[src/rtl/fb_pkg.sv]
// Shared framebuffer geometry and RAM bus types for the scanout/draw arbiter.
package fb_pkg;
    localparam int H_RES    = 640;
    localparam int V_RES    = 480;
    localparam int FB_DEPTH = H_RES * V_RES;
    localparam int ADDR_W   = 19;
    localparam int PIX_W    = 4;

    typedef enum logic [1:0] {
        OP_IDLE,
        OP_READ,
        OP_WRITE
    } ram_op_e;

    typedef struct packed {
        logic [ADDR_W-1:0] addr;
        logic              we;
        logic [PIX_W-1:0]  wdata;
    } ram_req_t;

    function automatic logic [ADDR_W-1:0] pix_addr(input logic [9:0] x, input logic [8:0] y);
        return ADDR_W'(y) * ADDR_W'(H_RES) + ADDR_W'(x);
    endfunction
endpackage

[src/rtl/fb_prefetch_fifo.sv]
// Scanout prefetch FIFO: flush wins over push/pop, pop on empty is ignored.
module fb_prefetch_fifo #(
    parameter int DEPTH = 8,
    parameter int W     = 4
) (
    input  logic                         clk,
    input  logic                         rst,
    input  logic                         push,
    input  logic                         pop,
    input  logic                         flush,
    input  logic [W-1:0]                 din,
    output logic [$clog2(DEPTH+1)-1:0]   count,
    output logic [W-1:0]                 head
);
    localparam int CW = $clog2(DEPTH + 1);
    localparam int IW = (DEPTH > 1) ? $clog2(DEPTH) : 1;

    logic [W-1:0]  mem [DEPTH];
    logic [IW-1:0] rp, wp;
    logic          do_push, do_pop;

    function automatic logic [IW-1:0] inc(input logic [IW-1:0] p);
        return (p == IW'(DEPTH - 1)) ? '0 : p + 1'b1;
    endfunction

    assign do_push = push && !flush && !rst;
    assign do_pop  = pop && (count != '0) && !flush;
    assign head    = (count != '0) ? mem[rp] : '0;

    always_ff @(posedge clk) begin
        if (do_push)
            mem[wp] <= din;
    end

    always_ff @(posedge clk) begin
        if (rst || flush) begin
            rp    <= '0;
            wp    <= '0;
            count <= '0;
        end else begin
            if (do_push)
                wp <= inc(wp);
            if (do_pop)
                rp <= inc(rp);
            count <= count + CW'(do_push) - CW'(do_pop);
        end
    end
endmodule

[src/rtl/fb_ram_arbiter.sv]
// Single-port framebuffer RAM arbiter: scanout prefetch reads vs draw-side writes,
// reads take priority whenever the prefetch occupancy drops below LOW_WATER.
module fb_ram_arbiter
    import fb_pkg::*;
#(
    parameter int FIFO_DEPTH = 8,
    parameter int LOW_WATER  = 4,
    parameter int SCAN_WORDS = FB_DEPTH
) (
    input  logic              clk,
    input  logic              rst,
    input  logic              frame_start,
    input  logic              pix_pop,
    output logic [PIX_W-1:0]  pix_data,
    output logic              pix_valid,
    output logic              underrun,
    input  logic              wr_valid,
    output logic              wr_ready,
    input  logic [9:0]        wr_x,
    input  logic [8:0]        wr_y,
    input  logic [PIX_W-1:0]  wr_data,
    output logic [ADDR_W-1:0] ram_addr,
    output logic              ram_we,
    output logic [PIX_W-1:0]  ram_wdata,
    input  logic [PIX_W-1:0]  ram_rdata
);
    localparam int CW = $clog2(FIFO_DEPTH + 1);
    localparam int OW = CW + 1;

    logic [CW-1:0]     fifo_count;
    logic [PIX_W-1:0]  fifo_head;
    // [0]: read address on the bus, [1]: its data on ram_rdata this cycle
    logic [1:0]        vld_pipe;
    logic [OW-1:0]     occ;
    logic              rd_pri, rd_grant, wr_grant, wr_in_range;
    logic [ADDR_W-1:0] scan_ptr, wr_addr;
    ram_op_e           op;
    ram_req_t          bus;

    assign occ         = OW'(fifo_count) + OW'(vld_pipe[0]) + OW'(vld_pipe[1]);
    assign rd_pri      = occ < OW'(LOW_WATER);
    assign wr_grant    = !rst && wr_valid && !rd_pri;
    // No read in the flush cycle: it would only be squashed, and the restart at 0 follows next cycle.
    assign rd_grant    = !rst && !frame_start && (rd_pri || (!wr_valid && occ < OW'(FIFO_DEPTH)));
    assign wr_in_range = (wr_x < 10'(H_RES)) && (wr_y < 9'(V_RES));
    assign wr_addr     = pix_addr(wr_x, wr_y);

    always_comb begin
        op = OP_IDLE;
        if (rd_grant)
            op = OP_READ;
        else if (wr_grant && wr_in_range)
            op = OP_WRITE;
    end

    assign wr_ready  = wr_grant;
    assign pix_valid = !rst && (fifo_count != '0);
    assign pix_data  = rst ? '0 : fifo_head;
    assign underrun  = !rst && pix_pop && (fifo_count == '0);

    assign ram_addr  = bus.addr;
    assign ram_we    = bus.we;
    assign ram_wdata = bus.wdata;

    always_ff @(posedge clk) begin
        if (rst) begin
            bus      <= '0;
            scan_ptr <= '0;
            vld_pipe <= '0;
        end else begin
            bus.we   <= 1'b0;
            vld_pipe <= frame_start ? 2'b00 : {vld_pipe[0], rd_grant};
            case (op)
                OP_READ:  bus.addr <= scan_ptr;
                OP_WRITE: begin
                    bus.addr  <= wr_addr;
                    bus.we    <= 1'b1;
                    bus.wdata <= wr_data;
                end
                default: ;
            endcase
            if (frame_start)
                scan_ptr <= '0;
            else if (rd_grant)
                scan_ptr <= (scan_ptr == ADDR_W'(SCAN_WORDS - 1)) ? '0 : scan_ptr + 1'b1;
        end
    end

    fb_prefetch_fifo #(
        .DEPTH (FIFO_DEPTH),
        .W     (PIX_W)
    ) u_fifo (
        .clk   (clk),
        .rst   (rst),
        .push  (vld_pipe[1]),
        .pop   (pix_pop),
        .flush (frame_start),
        .din   (ram_rdata),
        .count (fifo_count),
        .head  (fifo_head)
    );
endmodule

[config.mk]
export PLATFORM = sky130hd
export DESIGN_NAME = fb_ram_arbiter
export DESIGN_NICKNAME = d
export VERILOG_FILES = /design/src/rtl/fb_pkg.sv /design/src/rtl/fb_prefetch_fifo.sv /design/src/rtl/fb_ram_arbiter.sv
export SDC_FILE = /design/constraint.sdc
export NUM_CORES = 1
export LEC_CHECK = 0
export CAP_MARGIN = 20
export CORE_MARGIN = 2
export CORE_UTILIZATION = 55
export CTS_CLUSTER_DIAMETER = 150
export DETAILED_ROUTE_END_ITERATION = 6
export PLACE_DENSITY = 0.92
export SLEW_MARGIN = 20
export SYNTH_ARGS = -nofsm -noshare
export SYNTH_HDL_FRONTEND = slang
export SYNTH_SLANG_ARGS = --single-unit
[constraint.sdc]
create_clock -name clk -period 3.3 [get_ports clk]
set_input_delay 0.66 -clock clk [delete_from_list [all_inputs] [get_ports clk]]
set_output_delay 0.66 -clock clk [all_outputs]
set_load 0.01 [all_outputs]
-- After elaboration in Yosys (flattened, before gate mapping)
Memory sizes are Yosys's and may differ from the RTL's. A register that Yosys moved wholly into a read port is not among the register bits.
Cells that the tools add are included.
W data, S select, Z words.
- register bits: 55
- bits in latches: 0
- memory bits (writable): 32
- memory bits (read-only): 0
- bits of input ports: 32
- output and inout port bits: 31
- logic and storage cells: 64
- memories kept: 1
- $add $sub $neg: 8
- multiply operators: 1
- divide/modulo/power cells: 0
- $lt $le $gt $ge: 4
- equal/unequal tests: 5
- shift-type cells: 0
- muxes and demuxes: 13
- bitwise logic cells: 0
- reduce and logical (&&, ||, !) cells: 24
- memory list (name ; depth ; width ; rd ports ; clocked after Yosys merged registers in ; write ports ; line ; RTL):
    u_fifo.mem ; 8 ; 4 ; 1 ; 1 ; 1 ; fb_prefetch_fifo.sv:18 ; logic [W-1:0] mem [DEPTH];
- operators by type and width (operator ; count):
    $pmux W19 S2 ; 1
    $add A19 B1 Y19 const B ; 1
    $add A19 B10 Y19 ; 1
    $eq A19 B19 Y1 const B ; 1
    $mux W19 ; 1
    $logic_and A1 B1 Y1 ; 14
    $mul A9 B3 Y12 const B ; 1
    $mux W3 ; 4
    $lt A10 B10 Y1 const B ; 1
    $lt A9 B9 Y1 const B ; 1
    $mux W4 ; 2
    $add A3 B1 Y3 const B ; 2
    $eq A3 B3 Y1 const B ; 2
    $add A4 B1 Y5 ; 1
    $add A5 B1 Y5 ; 1
    $lt A5 B3 Y1 const B ; 1
    $lt A5 B4 Y1 const B ; 1
    $mux W5 ; 1
    $add A4 B1 Y4 ; 1
    $logic_not A1 Y1 ; 4
    $logic_not A4 Y1 ; 1
    $mux W2 ; 2
    $reduce_bool A4 Y1 ; 1
    $sub A4 B1 Y4 ; 1
    6 further kinds ; 8

-- Depth between registers and ports, before layout
Gate-level depths: netlist (run 1).
- depth after elaboration: 10
- depth in mapped cells: 12
- mapped depth without buffers: 12

-- Hierarchy
Synthesis (run 1) repeated with hierarchy kept, for this count alone.
- cells, all modules: 455
- area, all modules: 4590.7 um2
- by module, submodules not included (module ; times used ; cells an instance ; area each (um2) ; seq. area each (um2)):
    fb_ram_arbiter ; 1 ; 305 ; 2632.5 ; 900.9
    fb_prefetch_fifo ; 1 ; 150 ; 1958.1 ; 1221.2

-- Worst setup path before layout (run 1)
Ideal clock, no wire load.
- path type: input -> register
- start: input port wr_y[1]
- end: register bus (netlist bit ram_addr[17])
- setup time: 0.074 ns
- arrival: 2.874 ns
- data required time: 3.226 ns
- slack: 0.351 ns
- stages: 10
- path buffers: 0
- path through: ha_1 ha_1 fa_1 a211oi_1 o21ai_0 a221oi_1 nand4_1 xnor2_1 nand2_1 a31oi_1
- cells in the longest elaborated chain, start to end: 7
- elaborated cells on any way between the ends: 11
- those cells by class: add/sub: 1; mul: 1; order compare: 1; eq/ne: 2; mux: 3; reduce/logical: 3
- ends and longest elaborated chain (what ; line ; RTL):
    start, declared ; fb_ram_arbiter.sv:20 ; input logic [8:0] wr_y,
    parallel branches: the longest is 7 deep, another holds $add A19 B10 Y19 ; n/a ;
    end, declared ; fb_ram_arbiter.sv:38 ; ram_req_t bus;
Parallel ways; which one is timed is not known.
A chain may end at the register's enable or synchronous reset.

-- Worst setup path after layout (run 1)
- start: register vld_pipe[1]
- end: output port wr_ready
- cells in the longest elaborated chain, start to end: 4
- ends and longest elaborated chain (what ; line ; RTL):
    start, declared ; fb_ram_arbiter.sv:33 ; logic [1:0] vld_pipe;
    start signal, assigned ; fb_ram_arbiter.sv:72 ; vld_pipe <= frame_start ? 2'b00 : {vld_pipe[0], rd_grant};
    $add A5 B1 Y5 ; fb_ram_arbiter.sv:40 ; assign occ = OW'(fifo_count) + OW'(vld_pipe[0]) + OW'(vld_pipe[1]);
    $lt A5 B3 Y1 ; fb_ram_arbiter.sv:41 ; assign rd_pri = occ < OW'(LOW_WATER);
    $logic_not A1 Y1 ; fb_ram_arbiter.sv:42 ; assign wr_grant = !rst && wr_valid && !rd_pri;
    $logic_and A1 B1 Y1 ; fb_ram_arbiter.sv:42 ;
    end, declared ; fb_ram_arbiter.sv:18 ; output logic wr_ready,
Every way passes these cells.

==> results.md, run 1 <==
* Status: complete, no violations
* Post-layout util at 0.6844
* WL final at 10,130 µm
* Num ports at 63
* Logic pwr share at 0.133
* Synth unique cells at 50
* Tmin final at about 3200 ps
* Via Count at approximately 3,600
* Worst-margin pin slew at between 600 and 700 ps
* Relative slew slack at 0.5437
* First-pass GRT wire length at 16,430 µm
* Pint at 1.586 mW
* CTS Buf Count at 9
* Crit start category: flip-flop
* Hold Path Depth at 2
* All-Layer GR Usage at 0.2350
* TritonRoute pass-1 iters at 5
* TritonCTS clock tree: built
* Peak supply drop at 0.2022 mV
* Syn Nets at 508
* Max-cap violation count at 0
* Overflow after GRT at 0
* CTS sink cnt at 90
* Worst Setup Path Type: reg2out
* DP Wirelength at 7603 µm
* Tcrit/Tclk final at 0.9645
* Fraction of layout cells with a size suffix above 1 at 0.1145
* Clock root buffer: clkbuf_8
* Die Y-Extent at 94.70 µm
* R2R Path End: ram_addr[16]
* Post-Place Cell Area at 5325 µm²
* Core ar. at a little over 8000 µm²
* Pwr dens at 392.2 nW/µm²
* Area growth, synth to finish at 22.43%
* Synthesized flop and latch total at 90
* EDFF count, synth at 32
* RSZ-0062 raised after global routing: false
* WL/cell at 16.11 µm
* Worst Skew at 10.43 ps
* Post-CTS Hold Buffers at 0
* Sw frac at 0.2698
* # diodes at 0
* Setup TNS at 0 ps
* Post-synthesis cell area at 4524 µm²
* P_leak at a little over 2 nW
* CP Data Required Time at 2640 ps
* Die ar. at 8967 µm²
* Gpl congestion at 0.8898
* R2R setup slack at ~510 ps
* Clk buf depth at 2
* Clk_lat worst skew at 360 ps
* Clock-pin slew on the worst setup and hold paths at about 100 ps
* Vias per cell at between 5 and 6
* Commonest non-fill, non-tap cells in the layout: clkdlybuf4s50_1, dfxtp_1, nor2_1, nand2_1, edfxtp_1
* Crit path arrival time at 2520 ps
* CP max FO at 4
* Endpoints failing hold at 0
* Seq pwr share at 0.530
* Initial antenna violation count at 0
* Initial drt markers at 194
* Reg-to-Reg Start: vld_pipe[1]
* Commonest non-fill, non-tap cell in the layout: clkdlybuf4s50_1
* Sw Pwr at 0.5860 mW
* Max Transition Viols Final at 0
* Clock network fraction of total power at 0.337
* Mean post-synth cell area at 10.21 µm²
* CP endpoint kind: primary output
* Ys async rst share at 0
* Largest net degree at the start of global routing at 25
* Post-Synthesis Cells at 443
* Fmax achieved at 314.2 MHz
* Row cnt at 33
* Proportion of synthesized chip area in sequential cells at 0.4690
* Tightest Hold Check Type: reg2reg
* Vias in the first global route at roughly 3,600
* Top FF cell, synth: dfxtp_1
* Fill cell count at about 600
* Final setup vio count at 0
* Synth Warn # at 0
* I/O Buffers at 62
* Depth of the CTS H-tree at 3
* Post-route DRC at 0
* Worst r2r path cells at 10
* Die W at 94.70 µm
* Min-delay src: ram_wdata[1]
* Initial Util at 0.5591
* Hold path endpoint: ram_wdata[1]
* Fin nets at 584
* Final Cell Area at 5539 µm²
* Routed Antenna Nets at 0
## sequential cells by signal (all words and copies together) (netlist names), named ones only
name          count
ram_addr         19
ram_wdata         4
ram_we            1
scan_ptr         19
u_fifo.count      4
u_fifo.mem       32
u_fifo.rp         3
u_fifo.wp         3
vld_pipe          2
## power by group through the flow
stage                     clock network (mW)  logic [mW]  registers (mW)
after floorplan                            0       0.166            1.18
after global placement                     0       0.273            1.18
after detailed placement                   0       0.285            1.18
after CTS                              0.740       0.287            1.15
after global routing                   0.795       0.316            1.15
final                                  0.732       0.289            1.15
## timing repair
item	4_1_cts	5_1_grt
gates resized for setup	1	2
buffers inserted	0	2
endpoints found under the setup margin	1	1
pin swaps	0	1
## routing by layer
metal / vias up / global-route usage / share of wire
met5: - / 0 / 0
met1: 1705 / 0.2788 / 0.41
met2: 102 / 0.4167 / 0.52
li1: 1735 / - / -
met3: 19 / 0.05188 / 0.046
met4: 0 / 0.08575 / 0.020
## kinds of logic after synthesis
| group | synth area share |
|---|---|
| AO/OA/AOI/OAI | 0.1073 |
| XOR/XNOR | 0.05807 |
| adder cells (fa/ha/maj) | 0.09624 |
| buffers and inverters | 0.03484 |
| flip-flops | 0.4690 |
| multiplexers | 0.05559 |
| AND/OR/NAND/NOR | 0.1789 |
## cell usage after synthesis (2+ instances only)
cell / number / share of area
a22oi_1: 16 / 0.027
mux4_2: 8 / 0.040
ha_1: 30 / 0.083
a21o_1: 5 / 0.0083
buf_2: 3 / 0.0033
a21oi_1: 27 / 0.030
o21ai_2: 2 / 0.0039
xor2_1: 19 / 0.037
nand2b_1: 5 / 0.0069
o22ai_1: 5 / 0.0069
a211oi_1: 3 / 0.0050
nor3_1: 12 / 0.013
nor3b_1: 2 / 0.0033
buf_4: 2 / 0.0033
o21ai_0: 7 / 0.0077
nor2b_1: 4 / 0.0055
a221oi_1: 3 / 0.0058
dfxtp_1: 58 / 0.26
a31oi_1: 3 / 0.0041
nand2_1: 42 / 0.035
xnor2_1: 11 / 0.021
inv_1: 16 / 0.013
nand3_1: 15 / 0.017
or2_2: 3 / 0.0041
nor2_1: 51 / 0.042
and2_1: 4 / 0.0055
edfxtp_1: 32 / 0.21
or4b_2: 2 / 0.0044
fa_1: 3 / 0.013
nand4_1: 8 / 0.011
buf_6: 2 / 0.0050
mux2i_1: 6 / 0.013
clkbuf_1: 10 / 0.0083
and3_1: 8 / 0.011
## per-stage QoR
step | total power, mW | hold WS [ps] | setup WS (ps) | instances
finish | 2.172 | 462.9 | 117.2 | 629
global route | 2.263 | 481.0 | 6.848 | 629
CTS | 2.179 | 463.6 | 9.760 | 627
detailed placement | 1.462 | 449.8 | -193.6 | 611
global placement | 1.449 | 441.9 | -48.84 | 611
floorplan | 1.342 | 430.6 | 351.4 | 443
## final cells by class
type,count,area (µm²),area share
clock buffers,9,123.9,0.02236
clock inverters,7,66.31,0.01197
inverters,17,63.81,0.01152
multi-input cells,318,2252,0.4066
flip-flops and latches,90,2123,0.3833
well taps,105,131.4,0.02372
repair buffers,83,778.2,0.1405
## critical path, cell delays in order, from the launching register on
cell and delay (ps):
dfxtp_2 350, ha_1 260, a21o_1 210, and3_1 200
or3_4 440, nor2_4 140, nor2_1 80, clkdlybuf4s50_1 480
## worst max path at each step
| stage | startpoint | to | slack [ps] | cells after the start |
|---|---|---|---|---|
| final | vld_pipe[1] | wr_ready | 120 | 7 |
| after global routing | vld_pipe[1] | wr_ready | 7 | 7 |
| after floorplan | wr_y[1] | ram_addr[17] | 350 | 10 |
| after global placement | wr_y[1] | ram_addr[17] | -50 | 11 |
| after detailed placement | wr_y[1] | ram_addr[17] | -190 | 11 |
| after CTS | vld_pipe[1] | wr_ready | 10 | 7 |
No activity file was read; power rests on OpenSTA's default activity.
==> run 2: changes to the inputs <==
--- a/config.mk
+++ b/config.mk
@@ -15,3 +15,4 @@
 export SYNTH_ARGS = -nofsm -noshare
 export SYNTH_HDL_FRONTEND = slang
 export SYNTH_SLANG_ARGS = --single-unit
+export TNS_END_PERCENT = 30
==> results of run 2 <==
No change in the layout: final DEF, timing and power equal those of run 1.
